--- src/rtl/cpu_trace_pkg.sv ---
// Shared encodings for the CPU execution-trace unit.
// CPU_TRACE_WB_VALUE_EN selects whether trace entries also keep the write-back value.
package cpu_trace_pkg;

  typedef enum logic [1:0] {
    ST_IDLE    = 2'd0,
    ST_CAPTURE = 2'd1,
    ST_HALT    = 2'd2,
    ST_FROZEN  = 2'd3
  } state_e;

`ifdef CPU_TRACE_WB_VALUE_EN
  localparam bit WB_VALUE_EN = 1'b1;
`else
  localparam bit WB_VALUE_EN = 1'b0;
`endif

  // Stored entry layout is {pc, value} or {pc} depending on the build.
  function automatic int unsigned entry_width(input int unsigned addr_w, input int unsigned data_w);
    return WB_VALUE_EN ? addr_w + data_w : addr_w;
  endfunction

endpackage

--- src/rtl/trace_fifo.sv ---
// Trace storage: circular buffer with registered head, count and optional overwrite-oldest.
module trace_fifo #(
  parameter int unsigned WIDTH = 10,
  parameter int unsigned DEPTH = 16
) (
  input  logic                         clk,
  input  logic                         rst_n,
  input  logic                         flush,
  input  logic                         push,
  input  logic [WIDTH-1:0]             wdata,
  input  logic                         pop,
  input  logic                         overwrite_en,
  output logic                         full_c,
  output logic                         rd_valid,
  output logic [WIDTH-1:0]             rd_data,
  output logic [$clog2(DEPTH+1)-1:0]   count,
  output logic                         overflow
);

  localparam int unsigned PW = $clog2(DEPTH);
  localparam int unsigned CW = $clog2(DEPTH+1);

  logic [WIDTH-1:0] mem [DEPTH];
  logic [PW-1:0]    wr_ptr;
  logic [PW-1:0]    rd_ptr;
  logic [PW-1:0]    rd_ptr_nxt;
  logic [CW-1:0]    count_nxt;
  logic [WIDTH-1:0] head_nxt;
  logic             pop_ok;
  logic             over;
  logic             wr_en;

  assign full_c = (count == CW'(DEPTH));
  assign pop_ok = pop && rd_valid && !flush;
  // Overwrite only when full with no pop to make room.
  assign over   = push && full_c && !pop_ok && overwrite_en;
  assign wr_en  = push && (!full_c || pop_ok || overwrite_en);

  // Next head is forwarded from wdata when the write lands on the new read slot.
  always_comb begin
    rd_ptr_nxt = rd_ptr;
    count_nxt  = count;
    if (pop_ok || over) rd_ptr_nxt = rd_ptr + PW'(1);
    if (wr_en && !pop_ok && !over) count_nxt = count + CW'(1);
    else if (pop_ok && !wr_en)     count_nxt = count - CW'(1);
    head_nxt = (wr_en && (wr_ptr == rd_ptr_nxt)) ? wdata : mem[rd_ptr_nxt];
  end

  always_ff @(posedge clk) begin
    if (wr_en && !flush) mem[wr_ptr] <= wdata;
  end

  always_ff @(posedge clk or negedge rst_n) begin
    if (!rst_n) begin
      wr_ptr   <= '0;
      rd_ptr   <= '0;
      count    <= '0;
      rd_valid <= 1'b0;
      rd_data  <= '0;
      overflow <= 1'b0;
    end else if (flush) begin
      wr_ptr   <= '0;
      rd_ptr   <= '0;
      count    <= '0;
      rd_valid <= 1'b0;
      rd_data  <= '0;
      overflow <= 1'b0;
    end else begin
      if (wr_en) wr_ptr <= wr_ptr + PW'(1);
      rd_ptr   <= rd_ptr_nxt;
      count    <= count_nxt;
      rd_valid <= (count_nxt != '0);
      rd_data  <= (count_nxt != '0) ? head_nxt : '0;
      if (over) overflow <= 1'b1;
    end
  end

endmodule

--- src/rtl/cpu_trace_buffer.sv ---
// Execution-trace unit snooping the cpu debug bus: capture FSM, PC breakpoint, trace FIFO.
// CPU_TRACE_WB_VALUE_EN adds write-back value storage; otherwise rd_value is tied to 0.
module cpu_trace_buffer
  import cpu_trace_pkg::*;
#(
  parameter int unsigned I_ADDR_WIDTH = 10,
  parameter int unsigned DATA_WIDTH   = 8,
  parameter int unsigned STAGE_COUNT  = 4,
  parameter int unsigned WB_STAGE     = STAGE_COUNT - 1,
  parameter int unsigned DEPTH        = 16
) (
  input  logic                        clk,
  input  logic                        reset,
  input  logic                        arm,
  input  logic                        mode,
  input  logic [STAGE_COUNT-1:0]      debug_pipeline_stage,
  input  logic [I_ADDR_WIDTH-1:0]     debug_program_counter,
  input  logic [DATA_WIDTH-1:0]       debug_writeback_value,
  input  logic                        bp_en,
  input  logic [I_ADDR_WIDTH-1:0]     bp_addr,
  input  logic                        resume,
  output logic                        cpu_halt,
  output logic                        rd_valid,
  input  logic                        rd_ready,
  output logic [I_ADDR_WIDTH-1:0]     rd_pc,
  output logic [DATA_WIDTH-1:0]       rd_value,
  output logic [$clog2(DEPTH+1)-1:0]  count,
  output logic                        overflow,
  output logic [1:0]                  state
);

  localparam int unsigned EW = entry_width(I_ADDR_WIDTH, DATA_WIDTH);

  logic [1:0]    rst_sync;
  logic          rst_n;
  state_e        state_q;
  logic          strobe_c;
  logic          bp_hit_c;
  logic          push_c;
  logic          drop_c;
  logic          fifo_full_c;
  logic [EW-1:0] wdata_c;
  logic [EW-1:0] head;
  logic          unused_bus;

  // Reset asserts immediately, releases two clocks later.
  always_ff @(posedge clk or negedge reset) begin
    if (!reset) rst_sync <= '0;
    else        rst_sync <= {rst_sync[0], 1'b1};
  end
  assign rst_n = rst_sync[1];

  assign strobe_c = (state_q == ST_CAPTURE) && debug_pipeline_stage[WB_STAGE];
  assign bp_hit_c = bp_en && (debug_program_counter == bp_addr);
  assign push_c   = strobe_c && !arm;
  assign drop_c   = push_c && fifo_full_c && !(rd_valid && rd_ready) && !mode;

`ifdef CPU_TRACE_WB_VALUE_EN
  assign wdata_c    = {debug_program_counter, debug_writeback_value};
  assign rd_pc      = head[EW-1 -: I_ADDR_WIDTH];
  assign rd_value   = head[DATA_WIDTH-1:0];
  assign unused_bus = ^debug_pipeline_stage;
`else
  assign wdata_c    = debug_program_counter;
  assign rd_pc      = head;
  assign rd_value   = '0;
  assign unused_bus = ^{debug_pipeline_stage, debug_writeback_value};
`endif

  // Capture control; a drop on full takes precedence over a breakpoint hit.
  always_ff @(posedge clk or negedge rst_n) begin
    if (!rst_n) begin
      state_q  <= ST_IDLE;
      cpu_halt <= 1'b0;
    end else if (arm) begin
      state_q  <= ST_CAPTURE;
      cpu_halt <= 1'b0;
    end else begin
      case (state_q)
        ST_CAPTURE: begin
          if (drop_c) begin
            state_q <= ST_FROZEN;
          end else if (strobe_c && bp_hit_c) begin
            state_q  <= ST_HALT;
            cpu_halt <= 1'b1;
          end
        end
        ST_HALT: begin
          if (resume) begin
            state_q  <= ST_CAPTURE;
            cpu_halt <= 1'b0;
          end
        end
        default: ;
      endcase
    end
  end

  assign state = state_q;

  trace_fifo #(
    .WIDTH (EW),
    .DEPTH (DEPTH)
  ) u_fifo (
    .clk          (clk),
    .rst_n        (rst_n),
    .flush        (arm),
    .push         (push_c),
    .wdata        (wdata_c),
    .pop          (rd_ready),
    .overwrite_en (mode),
    .full_c       (fifo_full_c),
    .rd_valid     (rd_valid),
    .rd_data      (head),
    .count        (count),
    .overflow     (overflow)
  );

endmodule

--- config.mk ---
export PLATFORM = sky130hd
export DESIGN_NAME = cpu_trace_buffer
export DESIGN_NICKNAME = d
export VERILOG_FILES = /design/src/rtl/cpu_trace_pkg.sv /design/src/rtl/trace_fifo.sv /design/src/rtl/cpu_trace_buffer.sv
export SDC_FILE = /design/constraint.sdc
export NUM_CORES = 1
export LEC_CHECK = 0
export CORE_MARGIN = 2
export CORE_UTILIZATION = 50
export DETAILED_ROUTE_END_ITERATION = 8
export PLACE_DENSITY = 0.7
export REMOVE_ABC_BUFFERS = 1
export SYNTH_ARGS = -nofsm -noshare
export SYNTH_HDL_FRONTEND = slang
export SYNTH_SLANG_ARGS = --single-unit
export TNS_END_PERCENT = 50
--- constraint.sdc ---
create_clock -name clk -period 1.9 [get_ports clk]
set_input_delay 0.38 -clock clk [delete_from_list [all_inputs] [get_ports clk]]
set_output_delay 0.38 -clock clk [all_outputs]
set_load 0.005 [all_outputs]
# [Word level (Yosys, flattened, before mapping)]
# Memories as Yosys holds them, arrays and structs flattened.
# Cells that the tools add are included.
# W data, S select, Z words.
[word_totals] ff_bits=30 ram_bits=160 in_bits=39 out_inout_bits=28 wordCells=81 memories=1
[op_classes] add_sub_neg=4 n_eq_ne=9 n_mux=25 reduce_logical=33
[mem_list] name="u_fifo.mem" words=16 word_bits=10 read_ports=1 rd_ports_with_merged_regs=0 wr=1 line_no="trace_fifo.sv:23" source="logic [WIDTH-1:0] mem [DEPTH];"
[ops] operator="$mux W10" count=3
[ops] operator="$logic_and A1 B1 Y1" count=17
[ops] operator="$mux W4" count=4
[ops] operator="$mux W5" count=3
[ops] operator="$eq A10 B10 Y1" count=1
[ops] operator="$mux W1" count=9
[ops] operator="$add A4 B1 Y4 const B" count=2
[ops] operator="$mux W2" count=4
[ops] operator="$logic_not A1 Y1" count=7
[ops] operator="$ne A3 B3 Y1 const B" count=2
[ops] operator="$add A5 B1 Y5 const B" count=1
[ops] operator="$eq A5 B5 Y1 const B" count=1
[ops] operator="$reduce_bool A5 Y1" count=1
[ops] operator="$sub A5 B1 Y5 const B" count=1
[ops] operator="$eq A4 B4 Y1" count=1
[ops] operator="$ne A4 B3 Y1 const B" count=1
[ops] operator="$pmux W2 S2" count=1
[ops] operator="$reduce_and A4 Y1" count=1
[ops] operator="$reduce_bool A2 Y1" count=2
[ops] operator="$logic_or A1 B1 Y1" count=3
[ops] operator="$ne A3 B2 Y1 const B" count=1
[ops] operator="$reduce_and A3 Y1" count=1
[ops] operator="$reduce_bool A3 Y1" count=1
[ops] operator="$eq A2 B1 Y1 const B" count=1
[ops] operator="other kinds (2)" count=2

# [Logic depth before layout (Yosys ltp)]
[depth] ltp_word=13 mapped_depth=12 mapped_depth_nobuf=9

# [Hierarchy]
# A second synthesis with hierarchy kept.
[hier_totals] hier_cells=590 area_unflattened_um2=9619.2
[modules_own_cells] mod="trace_fifo" instances=1 cells_per_inst=544 area_each_um2=9202.6 seq_area_each_um2=5430.2
[modules_own_cells] mod="cpu_trace_buffer" instances=1 cells_per_inst=46 area_each_um2=416.6 seq_area_each_um2=125.1

# [Worst setup path before layout]
# No wires, ideal clock.
[synth_timing] kind="register to register" startpoint="register u_fifo.count[0]" endpoint="register u_fifo.rd_data[6]" setup_time_ps=126 t_arrival_ps=2447 required_ps=1774 slack_ps=-673 path_stages_with_launch=11 n_path_buf=1 period_less_slack_ps=2573 cell_sequence="dfrtp_1 inv_1 ha_1 and4bb_1 buf_6 a41o_1 nor2_4 mux2_2 a32o_1 a221oi_2 a21oi_1"
[synth_between] elab_chain_cells=12 word_cells_on_any_way=26 classes_between="add/sub: 2; eq/ne: 2; mux: 6; reduce/logical: 15; memory: 1"
[synth_lines] element="from (decl)" line_no="trace_fifo.sv:16" source="output logic [$clog2(DEPTH+1)-1:0] count,"
[synth_lines] element="from (signal assigned)" line_no="trace_fifo.sv:71" source="count <= count_nxt;"
[synth_lines] element="branches (longest 10 deep; another with $mem_v2 Z16 W10)"
[synth_lines] element="$mux W10 (*)" line_no="trace_fifo.sv:73" source="rd_data <= (count_nxt != '0) ? head_nxt : '0;"
[synth_lines] element="$mux W10 (*)" line_no="trace_fifo.sv:61" source="end else if (flush) begin"
[synth_lines] element="to (signal assigned)" line_no="trace_fifo.sv:73"
[synth_lines] element="to (decl)" line_no="trace_fifo.sv:15" source="output logic [WIDTH-1:0] rd_data,"
# Mark *: on every way between the ends.
# A chain may end at the register's enable or synchronous reset.

# [Worst setup path after layout]
[layout_timing] startpoint="register u_fifo.count[0]" endpoint="register u_fifo.rd_data[0]"
# The elaborated chain is that of the path after synthesis.

==> out/results.ini <==
[run_status]
status=finished with violations
violations=setup timing

[sta]
fin_crit_sh=1.45
finalSetupViolations=180
period_needed_ns=2.75
rsz0062_at_grt=yes
slew_viol_final=0
worst_slew_pin_slew_ns=0.696
hold_violations=0
max_slew_margin=0.535
layout_setup_ws_ns=-0.846
max_clock_freq_ghz=0.364
fin_skew_ns=0.00921

[logic_synthesis]
synth_cell_types=73
synthTopCellsByArea=edfxtp_1, dfrtp_1, mux4_2
ys_seq_area_frac=0.597
avgSynthCellArea_sq_um=13.8
synth_top_area_share=0.517
synth.cell_area_sq_um=9300
yosysWarningCount=0
async_flop_share=0.158
yosys.area.top_type=edfxtp_1
syn_inst=672
synth_flop_cell=edfxtp_1
synth_edf_count=160
synth_seq_cells=190

[clock_network]
cts-buffers-inserted=17
path_clk_slew_ns=0.08
root_buffer=clkbuf_16
cts_buffer_depth=2
cts_tree=done
htree_levels=4
cts.sinks=190
clock_latency_ns=0.44

[placed_design]
dp_hpwl_mm=17.9
dp.cells=1051
dpl-instance-area_sq_um=11200
gp_congestion=0.919
io_buffers=47

[layout]
seq_area_sq_um=5560
syn_to_final_growth_pct=38.4
layout_common_cells=edfxtp_1, buf_4, nand2_1
antenna_cells=0
layout-drive-gt1-share=0.393
final_cells=1127
fill_cells=1128
final_common_cell=edfxtp_1
final_cell_area_sq_um=12900
num-nets-final=932
multi_input_area_sq_um=4000

[die]
fp.dieArea_sq_um=19700
rows=49
initial_core_util=0.514
io_pins=67
die_x_um=140
design.core.area_sq_um=18100
die_h_um=140

[run]
max_cap_violations=0

[setup_path]
worstPathMaxFanout=5
worst_setup_path_end_kind=flip-flop
r2r_setup_slack_ns=-0.85
crit_top_cell=buf_12
r2r_start=u_fifo.count[0]
cp_top_family=compound AO/OA/AOI/OAI gates
startpoint_type=flip-flop
critPathArrivalTime_ns=3.11
rr_endpoint=u_fifo.rd_data[0]
critPathKind=reg2reg
path_cells=inv_2, ha_4, and4bb_4, buf_6, a311oi_4, nor2_4, buf_12, buf_12, mux2i_1, a221oi_2, o22ai_2, a21oi_2
path_buf_inv=4
slowest_delay_ns=0.42
crit_required_ns=2.27
cpMaxStageDelayCell=a221oi_2
worst_r2r_path_depth=12

[route]
vias=7234
route.detailed.drc=0
routedWlPerCell_um=25.6
first_iter_violations=850
wl_mm=28.9
first_pass_iters=6
viasPerCell=6.42
final_antenna_net_count=0

[pwr]
pwr-share-comb=0.299
seq_power_share=0.394
pwr-share-clk=0.307
power_w=0.0122
p_leak_nw=4.65
switching_share=0.302
intPower_w=0.00850
p_sw_w=0.00369
irDropWorstVdd_mv=0.703
power_density_nw_per_um2=947

[global_route]
grtUsageTotal=0.287
grt_pass1_wl_mm=42.0
overflow=0
grt_pass1_vias=7232
grt_max_degree=48
antenna_found_initial=0

[min_path]
hp-class=in2async

cells by family (layout without fill, tap and decap cells):
family                     after synthesis  count (layout)  synth area share
other                                    2               9          0.000808
xor gates and xnor gates                14              14            0.0132
muxes                                   80              80             0.120
DFF                                    190             190             0.597
AOI/OAI and AO/OA                      130             130             0.110
adders and majority gates                8               8            0.0108
and+or+nand+nor                        186             187             0.111
buffers and inverters                   62             280            0.0362
layout make-up:
type / instances / share of cell area
clock buffer: 17 / 0.0331
clock inverter: 15 / 0.0152
inverter: 12 / 0.00350
multi-input combinational: 428 / 0.311
sequential: 190 / 0.432
tap: 229 / 0.0223
timing repair buffer: 236 / 0.183
per-stage QoR:
stage | setup WS (ns) | setup TNS (ns) | hold slack [ns] | util
floorplan | -2.32 | -96.57 | 0.0844 | -
global placement | -1.15 | -163.45 | 0.274 | 0.617
CTS | -0.663 | -53.10 | 0.0969 | 0.696
global route | -0.885 | -100.61 | 0.0916 | 0.712
detailed placement | -1.29 | -177.96 | 0.289 | 0.617
finish | -0.846 | -90.45 | 0.101 | 0.712
registers in the layout, summed over array words and instances (netlist names):
| register | count |
|---|---|
| u_fifo.rd_ptr | 4 |
| u_fifo.wr_ptr | 4 |
| rst_sync | 2 |
| u_fifo.rd_valid | 1 |
| u_fifo.rd_data | 10 |
| u_fifo.count | 5 |
| u_fifo.overflow | 1 |
| u_fifo.mem | 160 |
| cpu_halt | 1 |
| state | 2 |
synth_stat cells, types with 6 or more instances:
library cell / instances
a2111oi_0: 12
a211oi_1: 8
a21oi_1: 16
a31oi_1: 9
a32o_1: 7
and2_1: 22
and3_1: 16
buf_2: 17
buf_4: 12
clkbuf_1: 14
dfrtp_1: 30
edfxtp_1: 160
ha_1: 8
inv_1: 12
mux2i_1: 52
mux4_2: 25
nand2_1: 54
nand3_1: 24
nor2_1: 16
nor3_1: 14
nor4_1: 6
o21ai_0: 25
o22ai_1: 11
xor2_1: 10
repair_timing:
action / 4_1_cts / 5_1_grt
setup buffers: 28 / 15
endpoints found under the setup margin: 183 / 183
hold buffers: 0 / 0
gates cloned: 8 / 0
pin swaps: 27 / 29
gates resized for setup: 121 / 60
layer usage:
metal / wire [um] / track usage / share of wire
met3: 2190 / 0.0475 / 0.076
met5: 0 / 0 / 0
met4: 1280 / 0.128 / 0.044
met1: 10600 / 0.350 / 0.37
met2: 14900 / 0.502 / 0.51
power groups by stage:
stage / clock network (W) / registers, W / logic, W
2_1_floorplan: 0 / 0.00495 / 0.00124
3_3_place_gp: 0 / 0.00489 / 0.00262
3_5_place_dp: 0 / 0.00489 / 0.00273
4_1_cts: 0.00374 / 0.00480 / 0.00330
5_1_grt: 0.00394 / 0.00481 / 0.00380
6_report: 0.00374 / 0.00480 / 0.00365
worst max path at each step:
stage | start | endpoint | slack (ns) | cells after the start
2_1_floorplan | u_fifo.rd_ptr[0] | u_fifo.rd_data[8] | -2.32 | 7
3_3_place_gp | arm | u_fifo.rd_data[8] | -1.15 | 10
3_5_place_dp | arm | u_fifo.rd_data[0] | -1.29 | 10
4_1_cts | u_fifo.count[1] | u_fifo.rd_data[0] | -0.66 | 12
5_1_grt | u_fifo.count[0] | u_fifo.rd_data[0] | -0.88 | 12
6_report | u_fifo.count[0] | u_fifo.rd_data[0] | -0.85 | 12
Note: power is estimated with default switching activity, not from simulation.
